## src/rtl/cache_pkg.sv

```systemverilog
// Shared types and constants for the cacheline-to-burst adaptor.
package cache_pkg;

  localparam int unsigned BEAT_W   = 64;
  localparam int unsigned LINE_W   = 256;
  localparam int unsigned OFFSET_W = 5;

  typedef enum logic [1:0] {
    IDLE     = 2'd0,
    RD_BURST = 2'd1,
    WR_BURST = 2'd2,
    DONE     = 2'd3
  } burst_state_t;

  // Align a byte address down to the start of its cacheline.
  function automatic logic [31:0] line_base(input logic [31:0] addr);
    return {addr[31:OFFSET_W], OFFSET_W'(0)};
  endfunction

endpackage

```

## src/rtl/cacheline_burst_adaptor_if.sv

```systemverilog
// Cache-side line handshake plus memory-side burst signals of the adaptor.
interface cacheline_burst_adaptor_if #(
  parameter int unsigned BEATS = 4
);
  localparam int unsigned LINE_BITS = cache_pkg::BEAT_W * BEATS;

  logic [31:0]                   line_addr_i;
  logic                          line_read_i;
  logic                          line_write_i;
  logic [LINE_BITS-1:0]          line_wdata_i;
  logic [LINE_BITS-1:0]          line_rdata_o;
  logic                          line_resp_o;
  logic [31:0]                   burst_addr_o;
  logic                          burst_read_o;
  logic                          burst_write_o;
  logic [cache_pkg::BEAT_W-1:0]  burst_wdata_o;
  logic [cache_pkg::BEAT_W-1:0]  burst_rdata_i;
  logic                          burst_resp_i;
  logic                          err_o;

  modport slave (
    input  line_addr_i, line_read_i, line_write_i, line_wdata_i,
    input  burst_rdata_i, burst_resp_i,
    output line_rdata_o, line_resp_o, burst_addr_o, burst_read_o,
    output burst_write_o, burst_wdata_o, err_o
  );

  modport master (
    output line_addr_i, line_read_i, line_write_i, line_wdata_i,
    output burst_rdata_i, burst_resp_i,
    input  line_rdata_o, line_resp_o, burst_addr_o, burst_read_o,
    input  burst_write_o, burst_wdata_o, err_o
  );

endinterface

```

## src/rtl/burst_watchdog.sv

```systemverilog
// Idle-cycle counter between burst beats; flags the cycle that reaches the limit.
module burst_watchdog #(
  parameter int unsigned TIMEOUT_CYCLES = 1023
) (
  input  logic clk,
  input  logic rst,
  input  logic clr,
  input  logic en,
  output logic expired_c
);

  localparam int unsigned CNT_W = $clog2(TIMEOUT_CYCLES + 1);

  logic [CNT_W-1:0] cnt_q;

  // Expiry fires on the TIMEOUT_CYCLES-th consecutive idle cycle.
  assign expired_c = en && !clr && (cnt_q == CNT_W'(TIMEOUT_CYCLES - 1));

  always_ff @(posedge clk or negedge rst) begin
    if (!rst) begin
      cnt_q <= '0;
    end else if (clr) begin
      cnt_q <= '0;
    end else if (en && !expired_c) begin
      cnt_q <= cnt_q + CNT_W'(1);
    end
  end

endmodule

```

## src/rtl/cacheline_burst_adaptor.sv

```systemverilog
// Splits cacheline reads/writes into BEATS x 64-bit bursts and reassembles read lines.
// Optional stall watchdog enabled by defining BURST_WATCHDOG_EN.
module cacheline_burst_adaptor
  import cache_pkg::*;
#(
  parameter int unsigned BEATS          = 4,
  parameter int unsigned TIMEOUT_CYCLES = 1023
) (
  input  logic                      clk,
  input  logic                      rst,
  cacheline_burst_adaptor_if.slave  bus
);

  localparam int unsigned LINE_BITS = BEAT_W * BEATS;
  localparam int unsigned CNT_W     = $clog2(BEATS);

  burst_state_t           state_q, state_d;
  logic [CNT_W-1:0]       cnt_q, cnt_d, cnt_nxt;
  logic [31:0]            addr_q, addr_d;
  logic [LINE_BITS-1:0]   buf_q, buf_d;
  logic [BEAT_W-1:0]      wdata_q, wdata_d;
  logic                   rd_q, rd_d;
  logic                   wr_q, wr_d;
  logic                   resp_q, resp_d;
  logic                   err_q, err_d;
  logic                   wd_expired_c;
  logic                   last_beat_c;

`ifdef BURST_WATCHDOG_EN
  logic wd_clr_c;
  logic wd_en_c;

  // Counter restarts on every accepted beat and while waiting in IDLE.
  assign wd_en_c  = (state_q == RD_BURST) || (state_q == WR_BURST);
  assign wd_clr_c = (state_q == IDLE) || bus.burst_resp_i;

  burst_watchdog #(
    .TIMEOUT_CYCLES (TIMEOUT_CYCLES)
  ) u_watchdog (
    .clk       (clk),
    .rst       (rst),
    .clr       (wd_clr_c),
    .en        (wd_en_c),
    .expired_c (wd_expired_c)
  );
`else
  assign wd_expired_c = 1'b0;
`endif

  assign cnt_nxt     = cnt_q + CNT_W'(1);
  assign last_beat_c = (cnt_q == CNT_W'(BEATS - 1));

  // State register and registered outputs.
  always_ff @(posedge clk or negedge rst) begin
    if (!rst) begin
      state_q <= IDLE;
      cnt_q   <= '0;
      addr_q  <= '0;
      buf_q   <= '0;
      wdata_q <= '0;
      rd_q    <= 1'b0;
      wr_q    <= 1'b0;
      resp_q  <= 1'b0;
      err_q   <= 1'b0;
    end else begin
      state_q <= state_d;
      cnt_q   <= cnt_d;
      addr_q  <= addr_d;
      buf_q   <= buf_d;
      wdata_q <= wdata_d;
      rd_q    <= rd_d;
      wr_q    <= wr_d;
      resp_q  <= resp_d;
      err_q   <= err_d;
    end
  end

  // Next-state and next-output logic.
  always_comb begin
    state_d = state_q;
    cnt_d   = cnt_q;
    addr_d  = addr_q;
    buf_d   = buf_q;
    wdata_d = wdata_q;
    rd_d    = 1'b0;
    wr_d    = 1'b0;
    resp_d  = 1'b0;
    err_d   = 1'b0;

    unique case (state_q)
      IDLE: begin
        if (bus.line_read_i) begin
          addr_d  = line_base(bus.line_addr_i);
          cnt_d   = '0;
          rd_d    = 1'b1;
          state_d = RD_BURST;
        end else if (bus.line_write_i) begin
          addr_d  = line_base(bus.line_addr_i);
          buf_d   = bus.line_wdata_i;
          wdata_d = bus.line_wdata_i[BEAT_W-1:0];
          cnt_d   = '0;
          wr_d    = 1'b1;
          state_d = WR_BURST;
        end
      end

      RD_BURST: begin
        rd_d = 1'b1;
        if (bus.burst_resp_i) begin
          buf_d[BEAT_W*cnt_q +: BEAT_W] = bus.burst_rdata_i;
          cnt_d = cnt_nxt;
          if (last_beat_c) begin
            rd_d    = 1'b0;
            resp_d  = 1'b1;
            state_d = DONE;
          end
        end else if (wd_expired_c) begin
          cnt_d   = '0;
          rd_d    = 1'b0;
          resp_d  = 1'b1;
          err_d   = 1'b1;
          state_d = DONE;
        end
      end

      WR_BURST: begin
        wr_d = 1'b1;
        if (bus.burst_resp_i) begin
          cnt_d = cnt_nxt;
          if (last_beat_c) begin
            wr_d    = 1'b0;
            resp_d  = 1'b1;
            state_d = DONE;
          end else begin
            wdata_d = buf_q[BEAT_W*cnt_nxt +: BEAT_W];
          end
        end else if (wd_expired_c) begin
          cnt_d   = '0;
          wr_d    = 1'b0;
          resp_d  = 1'b1;
          err_d   = 1'b1;
          state_d = DONE;
        end
      end

      DONE: begin
        state_d = IDLE;
      end

      default: begin
        state_d = IDLE;
      end
    endcase
  end

  assign bus.line_rdata_o  = buf_q;
  assign bus.line_resp_o   = resp_q;
  assign bus.burst_addr_o  = addr_q;
  assign bus.burst_read_o  = rd_q;
  assign bus.burst_write_o = wr_q;
  assign bus.burst_wdata_o = wdata_q;
  assign bus.err_o         = err_q;

endmodule
```

## src/flat_wrapper.sv

```systemverilog
// flat-port wrapper written by rule: the top's interface ports become plain ports
module cacheline_burst_adaptor_flat import cache_pkg::*;
#(
  parameter int unsigned BEATS          = 4,
  parameter int unsigned TIMEOUT_CYCLES = 1023
)
  (clk, rst, bus_line_addr_i, bus_line_read_i, bus_line_write_i, bus_line_wdata_i, bus_burst_rdata_i, bus_burst_resp_i, bus_line_rdata_o, bus_line_resp_o, bus_burst_addr_o, bus_burst_read_o, bus_burst_write_o, bus_burst_wdata_o, bus_err_o);
  cacheline_burst_adaptor_if #(.BEATS(BEATS)) bus_i ();
  input  logic clk;
  input  logic rst;
  input wire logic [$bits(bus_i.line_addr_i)-1:0] bus_line_addr_i;
  input wire logic [$bits(bus_i.line_read_i)-1:0] bus_line_read_i;
  input wire logic [$bits(bus_i.line_write_i)-1:0] bus_line_write_i;
  input wire logic [$bits(bus_i.line_wdata_i)-1:0] bus_line_wdata_i;
  input wire logic [$bits(bus_i.burst_rdata_i)-1:0] bus_burst_rdata_i;
  input wire logic [$bits(bus_i.burst_resp_i)-1:0] bus_burst_resp_i;
  output wire logic [$bits(bus_i.line_rdata_o)-1:0] bus_line_rdata_o;
  output wire logic [$bits(bus_i.line_resp_o)-1:0] bus_line_resp_o;
  output wire logic [$bits(bus_i.burst_addr_o)-1:0] bus_burst_addr_o;
  output wire logic [$bits(bus_i.burst_read_o)-1:0] bus_burst_read_o;
  output wire logic [$bits(bus_i.burst_write_o)-1:0] bus_burst_write_o;
  output wire logic [$bits(bus_i.burst_wdata_o)-1:0] bus_burst_wdata_o;
  output wire logic [$bits(bus_i.err_o)-1:0] bus_err_o;
  assign bus_i.line_addr_i = bus_line_addr_i;
  assign bus_i.line_read_i = bus_line_read_i;
  assign bus_i.line_write_i = bus_line_write_i;
  assign bus_i.line_wdata_i = bus_line_wdata_i;
  assign bus_i.burst_rdata_i = bus_burst_rdata_i;
  assign bus_i.burst_resp_i = bus_burst_resp_i;
  assign bus_line_rdata_o = bus_i.line_rdata_o;
  assign bus_line_resp_o = bus_i.line_resp_o;
  assign bus_burst_addr_o = bus_i.burst_addr_o;
  assign bus_burst_read_o = bus_i.burst_read_o;
  assign bus_burst_write_o = bus_i.burst_write_o;
  assign bus_burst_wdata_o = bus_i.burst_wdata_o;
  assign bus_err_o = bus_i.err_o;
  cacheline_burst_adaptor #(.BEATS(BEATS), .TIMEOUT_CYCLES(TIMEOUT_CYCLES)) u_core (.clk(clk), .rst(rst), .bus(bus_i));
endmodule
```

## config.mk

```make
export PLATFORM = sky130hd
export DESIGN_NAME = cacheline_burst_adaptor_flat
export DESIGN_NICKNAME = d
export VERILOG_FILES = /design/src/rtl/cache_pkg.sv /design/src/rtl/cacheline_burst_adaptor_if.sv /design/src/rtl/burst_watchdog.sv /design/src/rtl/cacheline_burst_adaptor.sv /design/src/flat_wrapper.sv
export SDC_FILE = /design/constraint.sdc
export NUM_CORES = 1
export LEC_CHECK = 0
export ABC_CLOCK_PERIOD_IN_PS = 5500
export BUFFER_PORTS_ARGS = -buffer_cell sky130_fd_sc_hd__clkbuf_2
export CAP_MARGIN = 20
export CORE_AREA = 2 2 279 281
export DETAILED_ROUTE_END_ITERATION = 8
export DIE_AREA = 0 0 281 283
export PLACE_DENSITY = 0.44
export RECOVER_POWER = 100
export SLEW_MARGIN = 10
export SYNTH_ARGS = -nofsm -noshare
export SYNTH_HDL_FRONTEND = slang
export SYNTH_SLANG_ARGS = --single-unit
```

## constraint.sdc

```tcl
create_clock -name clk -period 5.5 [get_ports clk]
set_input_delay 1.1 -clock clk [delete_from_list [all_inputs] [get_ports clk]]
set_output_delay 1.1 -clock clk [all_outputs]
set_load 0.1 [all_outputs]
```

==> metrics, run 1 <==
status finished, violations left; failing checks capacitance limit, slew limit; Detailed Place HPWL 61.9 mm; FF+latch count, synth 354; Via Count 17800; pre-CTS setup slack 1550 ps; Max Clock Freq 0.225 GHz; Setup WS post-layout 1060 ps; DR DRC count 0; die area 79500 um^2; slowest CP cell clkbuf_2; worst slew pin tran 2450 ps; Reg2Reg Depth 7; commonest non-fill, non-tap cells in the layout 371 x clkbuf_1, 354 x clkbuf_2, 353 x dfrtp_1, 315 x mux2_2, 130 x mux2i_1; Die Span Y 283 um; Wirelength per Cell 28.7 um; Avg Vias per Cell 5.32; most common cell after layout, fill and taps aside clkbuf_1; area grow syn2layout 27.8%; CP peak stage delay 1200 ps; mapped cell area 19800 um^2; number of distinct library cells after synthesis 39; Hold-fix buffers, CTS 0; pin count of the biggest net entering global routing 111; Cells after DPL 3245; Finished Layout Cells 3340; Max Root-Sink Buffers 3; Num CTS Buffers 47; share of cells above drive strength 1 0.345; die width 281 um; Initial Util 0.258; Setup CP Type reg2reg; Setup crit start kind register; row count 102; crit-path cells inv_1, ha_4, a21boi_0, a211oi_4, buf_4, clkbuf_2, mux2_2; crit path buf inv count 3; gpl congestion 0.839; fin crit period 4440 ps; Worst path top cell family by delay buffers and inverters; Critical Path Sink Type register; Final Hold Fails 0; unrepaired setup endpoints after global routing no; Layout Nets 2621; 1st-iter DRT viols 1158; root buf cell clkbuf_16; count of final setup violators 0; final WL 95.8 mm; TritonCTS clock tree done; PortBufs 701; Avg Inst Size Synth 12.1 um^2; Worst-path clk slew 60 ps; Hold Path Depth 1; GRT overflow 0; Mapped Cells 1642; Arrival @ worst endpoint 4910 ps; post-route clock period utilization 0.808; Seq/Total Area, Yosys 0.447; initial antenna violation count 18; Antenna Violating Nets Remaining 0; DRT Pass-1 Iters 7; YS warnings 0; Hold Path Class reg2reg; setup TNS 0 ps; CP Depth 7; CTS H-tree depth 2; post_cts resized 0; Rel. slew slack -0.632; Worst-Skew Late Latency 580 ps; clk sinks 354; first-pass GRT wire length 138 mm; postcts setup bufs 0; gr usage total 0.233; vias in the first global route 18900; worst-case clock skew 21.9 ps; Crit Path Max Fanout 40; critical path required time 5970 ps; MaxCap Viol Count 6; Ports 713; fin. max-slew vios 273; area of the core 76700 um^2
-- metrics by stage --
step / util / cell area, um^2 / hold WS (ps)
2_1_floorplan: - / 19800 / 570
3_3_place_gp: 0.316 / 24200 / 489
3_5_place_dp: 0.316 / 24200 / 492
4_1_cts: 0.336 / 25800 / 505
5_1_grt: 0.330 / 25300 / 507
6_report: 0.330 / 25300 / 501
-- area by class of cell --
class,instances,area (um^2)
clock inverter,8,97.6
tap,1040,1300
multi-input combinational,1040,9890
inverter,72,275
antenna,8,20.0
sequential,354,8860
fill,8007,51400
clock buffer,78,1480
timing repair buffer,740,3420
-- cells in the mapped netlist --
cell type | number | area, um^2
conb_1 | 1 | 3.75
buf_1 | 10 | 37.5
mux2_1 | 30 | 338
clkbuf_2 | 1 | 5.00
nor2_1 | 1 | 3.75
nand4_1 | 1 | 6.26
nand3b_1 | 2 | 15.0
a22oi_2 | 1 | 12.5
nand2b_1 | 68 | 425
a211oi_4 | 4 | 80.1
a21o_1 | 1 | 7.51
a21boi_0 | 4 | 30.0
a221oi_1 | 1 | 8.76
buf_4 | 6 | 45.0
mux2_2 | 317 | 3570
a32o_1 | 128 | 1280
o21ai_0 | 1 | 5.00
or2_2 | 1 | 6.26
and2_1 | 1 | 6.26
nand2_1 | 69 | 259
clkbuf_1 | 116 | 435
a22oi_1 | 1 | 7.51
inv_1 | 72 | 270
buf_6 | 24 | 270
o221ai_1 | 64 | 561
nand4b_1 | 64 | 561
and3b_1 | 1 | 8.76
mux2i_1 | 130 | 1300
o221a_2 | 1 | 11.3
ha_1 | 9 | 113
o2bb2ai_1 | 64 | 561
buf_2 | 24 | 120
nor2b_1 | 2 | 12.5
nor2_2 | 1 | 6.26
a22o_1 | 1 | 8.76
o32ai_1 | 64 | 561
o31a_1 | 1 | 8.76
o21ai_1 | 1 | 5.00
dfrtp_1 | 354 | 8860
-- layer usage --
layer | vias to the layer above | GRT usage | part of all wire
met1 | 9217 | 0.278 | 0.39
met2 | 790 | 0.398 | 0.49
met4 | 20 | 0.0731 | 0.028
met5 | - | 0 | 0.0014
met3 | 175 | 0.0733 | 0.089
li1 | 7573 | - | -
-- registers in the layout (all words and copies together), names as in the netlist --
| name | cells |
|---|---|
| u_core.bus.burst_addr_o | 27 |
| u_core.bus.burst_read_o | 1 |
| u_core.bus.burst_wdata_o | 64 |
| u_core.bus.burst_write_o | 1 |
| u_core.bus.line_rdata_o | 256 |
| u_core.bus.line_resp_o | 1 |
| u_core.cnt_q | 2 |
| u_core.state_q | 2 |
-- cells by family (layout without fill, tap and decap cells) --
group | count (synthesis) | after routing | share of synthesized area
AOI/OAI and AO/OA | 337 | 337 | 0.159
adders and majority gates | 9 | 9 | 0.00568
buffers and inverters | 253 | 898 | 0.0597
DFF | 354 | 354 | 0.447
muxes | 477 | 477 | 0.263
other | 1 | 14 | 0.000189
and+or+nand+nor | 211 | 211 | 0.0661
-- worst paths after layout --
check / from / endpoint / slack, ps
max in group asynchronous: rst / u_core.bus.line_rdata_o[111] / 1660
worst max-delay path: u_core.cnt_q[0] / u_core.bus.line_rdata_o[168] / 1060
min in group asynchronous: rst / u_core.bus.burst_wdata_o[46] / 1260
worst min register to register: u_core.bus.burst_addr_o[8] / u_core.bus.burst_addr_o[8] / 500
worst min-delay path: u_core.bus.burst_addr_o[8] / u_core.bus.burst_addr_o[8] / 500
worst max register to register: u_core.cnt_q[0] / u_core.bus.line_rdata_o[168] / 1060
Power of run 1 is left out: the tool's default activity adds up to more than one toggle a clock period on the data nets, which glitch-free logic cannot reach.
==> run 2, diff against run 1 <==
--- a/config.mk
+++ b/config.mk
@@ -5,12 +5,13 @@
 export SDC_FILE = /design/constraint.sdc
 export NUM_CORES = 1
 export LEC_CHECK = 0
-export ABC_CLOCK_PERIOD_IN_PS = 5500
+export ABC_AREA = 1
+export ABC_CLOCK_PERIOD_IN_PS = 4370
 export BUFFER_PORTS_ARGS = -buffer_cell sky130_fd_sc_hd__clkbuf_2
 export CAP_MARGIN = 20
-export CORE_AREA = 2 2 279 281
+export CORE_AREA = 2 2 281 283
 export DETAILED_ROUTE_END_ITERATION = 8
-export DIE_AREA = 0 0 281 283
+export DIE_AREA = 0 0 283 285
 export PLACE_DENSITY = 0.44
 export RECOVER_POWER = 100
 export SLEW_MARGIN = 10
==> constraint.sdc (replaced) <==
create_clock -name clk -period 4.37 [get_ports clk]
set_input_delay 0.874 -clock clk [delete_from_list [all_inputs] [get_ports clk]]
set_output_delay 0.874 -clock clk [all_outputs]
set_load 0.1 [all_outputs]
==> run 2 against run 1 <==
The run still ends with capacitance limit, slew limit left. Sequential share of layout area down 0.42 points. Synthesized cell count up 87%. First-iteration DRC count up 37%. Register-to-register slack worse by 270 ps. Global-route usage up 2.3 points. Final cell count up 42%.
==> metrics, run 2 <==
status finished, violations left (unchanged); failing checks capacitance limit, slew limit (unchanged); Via Count 22700 (was 17800); Setup crit start kind register (unchanged); crit path to u_core.bus.burst_wdata_o[24] (was u_core.bus.line_rdata_o[168]); Crit Path Max Fanout 52 (was 40); Reg-to-Reg Start u_core.cnt_q[0] (unchanged); pin count of the biggest net entering global routing 145 (was 111); Post-synth top cells 1863 x nand2_1, 354 x dfrtp_1, 259 x nand3_1 (was 354 x dfrtp_1, 317 x mux2_2, 130 x mux2i_1); top-count cell post-synth nand2_1 (was dfrtp_1); gpl congestion 0.844 (was 0.839); die area 80700 um^2 (was 79500 um^2); Ports 713 (unchanged); Critical Path Sink Type register (unchanged); Post-synth EDFFs 0 (unchanged); Antenna Violating Nets Remaining 0 (unchanged); fin area 25700 um^2 (was 25300 um^2); share of cells above drive strength 1 0.135 (was 0.345); Setup WS post-layout 785 ps (was 1060 ps); unrepaired setup endpoints after global routing no (unchanged); Arrival @ worst endpoint 4050 ps (was 4910 ps); setup slack, reg-to-reg 790 ps (was 1060 ps); commonest non-fill, non-tap cells in the layout 1865 x nand2_1, 361 x clkbuf_1, 353 x clkbuf_2, 353 x dfrtp_1, 257 x nand3_1 (was 371 x clkbuf_1, 354 x clkbuf_2, 353 x dfrtp_1, 315 x mux2_2, 130 x mux2i_1); vias in the first global route 22300 (was 18900); Final Hold Fails 0 (unchanged); Worst-path clk slew 60 ps (about the same); Wirelength per Cell 22.5 um (was 28.7 um); FF+latch area 8860 um^2 (unchanged); CP Launch Point u_core.cnt_q[0] (unchanged); met3 usage 0.0615 (was 0.0733); footprint of the multi-input gates 10200 um^2 (was 9890 um^2); final WL 107 mm (was 95.8 mm); DRT Pass-1 Iters 5 (was 7); Mapped Cells 3071 (was 1642); Die Span Y 285 um (was 283 um); Initial Util 0.258 (about the same); CTS H-tree depth 2 (unchanged); Layout Nets 4023 (was 2621); FF-to-FF End u_core.bus.burst_wdata_o[24] (was u_core.bus.line_rdata_o[168]); 1st-iter DRT viols 1581 (was 1158); Detailed Place HPWL 69.6 mm (was 61.9 mm); Max Clock Freq 0.279 GHz (was 0.225 GHz); worst-case clock skew 14.1 ps (was 21.9 ps); TritonCTS clock tree done (unchanged); GRT overflow 0 (unchanged); Num CTS Buffers 46 (was 47); critical path required time 4830 ps (was 5970 ps); Max Root-Sink Buffers 3 (unchanged); Hold Path Class reg2reg (unchanged); area grow syn2layout 27.6% (was 27.8%); mapped cell area 20100 um^2 (was 19800 um^2); DP Area 24600 um^2 (was 24200 um^2); YS warnings 0 (unchanged); Setup CP Type reg2reg (unchanged); pre-CTS setup slack 1270 ps (was 1550 ps); most common cell after layout, fill and taps aside nand2_1 (was clkbuf_1); fin util 0.329 (was 0.330); max reg flops 256 (unchanged); MaxCap Viol Count 3 (was 6); Synth area leaders dfrtp_1 44%, nand2_1 35%, nand3_1 6.4%, o21ai_0 3.6%, nor2_1 2.5% (was dfrtp_1 45%, mux2_2 18%, mux2i_1 6.6%, a32o_1 6.5%, nand4b_1 2.8%); die width 283 um (was 281 um); Rel. slew slack -0.772 (was -0.632); Synth async-reset ratio 1.00 (unchanged); Worst-Skew Late Latency 580 ps (about the same); Seq/Total Area, Yosys 0.441 (was 0.447); area of the core 78000 um^2 (was 76700 um^2); PortBufs 701 (unchanged); fin. max-slew vios 140 (was 273); Avg Vias per Cell 4.77 (was 5.32); Reg2Reg Depth 10 (was 7); GRT Max-Usage Layer met2 (unchanged); count of final setup violators 0 (unchanged); setup TNS 0 ps (unchanged); post_cts resized 0 (unchanged); fin crit period 3580 ps (was 4440 ps); number of distinct library cells after synthesis 25 (was 39); met2 usage 0.422 (was 0.398); Synth top area share 0.441 (was 0.447); post-route clock period utilization 0.820 (was 0.808); first-pass GRT wire length 155 mm (was 138 mm); Most used DFF post-synth dfrtp_1 (unchanged); initial antenna violation count 14 (was 18); DR DRC count 0 (unchanged); Yosys top cell by area dfrtp_1 (unchanged); row count 103 (was 102); worst slew pin tran 2660 ps (was 2450 ps); Avg Inst Size Synth 6.55 um^2 (was 12.1 um^2); gr usage total 0.256 (was 0.233); layout filler cell count 8904 (was 8007); Hold-fix buffers, CTS 0 (unchanged); GRT met1 Usage 0.330 (was 0.278); FF+latch count, synth 354 (unchanged); postcts setup bufs 0 (unchanged); root buf cell clkbuf_16 (unchanged); clk sinks 354 (unchanged)
-- run 2: changes by cell type after synthesis, moves of 68 or more --
cell / before / now
nand2_1: 69 / 1863
nand2b_1: 68 / 0
a32o_1: 128 / 0
buf_2: 24 / 94
o21ai_0: 1 / 145
mux2_2: 317 / 0
nor2_1: 1 / 134
mux2i_1: 130 / 0
nand3_1: 0 / 259
-- run 2: worst min-delay path by stage --
| stage | from | endpoint | slack (ps) | depth (start not counted) |
|---|---|---|---|---|
| after detailed placement | u_core.bus.burst_wdata_o[52] | u_core.bus.burst_wdata_o[52] | 460 | 2 |
| after CTS | rst | u_core.bus.burst_wdata_o[26] | 360 | 1 |
| after global placement | u_core.bus.burst_wdata_o[14] | u_core.bus.burst_wdata_o[14] | 460 | 2 |
| after floorplan | u_core.cnt_q[1] | u_core.cnt_q[1] | 500 | 2 |
| after global routing | bus_line_addr_i[13] | u_core.bus.burst_addr_o[13] | 480 | 3 |
| final | u_core.bus.burst_wdata_o[37] | u_core.bus.burst_wdata_o[37] | 480 | 2 |
-- run 2: metal layers --
metal | routed length, um | up-vias
met5 | 77 | -
met1 | 45000 | 10900
met4 | 3740 | 12
li1 | - | 10700
met3 | 8370 | 185
met2 | 49800 | 869
-- run 2: per-stage QoR --
| step | std cells | hold slack (ps) |
|---|---|---|
| final | 4751 | 480 |
| after global routing | 4749 | 478 |
| after CTS | 4742 | 361 |
| after detailed placement | 4659 | 465 |
| after global placement | 4659 | 465 |
| after floorplan | 3076 | 503 |
-- run 2: kinds of logic (layout without fill, tap and decap cells) --
logic type,Yosys count,in the layout,share of synthesized area
compound gates,184,184,0.0464
fa+ha+maj,9,9,0.00560
buf+inv,230,846,0.0535
flops,354,354,0.441
other cells,1,15,0.000187
simple gates,2293,2293,0.454
-- run 2: layout make-up --
class	count	share of cell area
flip-flops and latches	354	0.345
inverters	14	0.00268
diodes	9	0.000878
clock inverters	12	0.00439
well taps	1050	0.0512
repair buffers	749	0.140
clock buffers	71	0.0569
multi-input cells	2492	0.399
-- run 2: worst max-delay path, stage by stage, from the launching register on --
cell and delay (ps):
dfrtp_4 430, buf_4 440, ha_1 420, inv_1 70
nand3_1 70, nand2_1 60, nand2_2 1050, clkbuf_1 630
nor2_1 80, nand2_1 90, nand2_1 50
Power of run 2 is left out for the same reason.
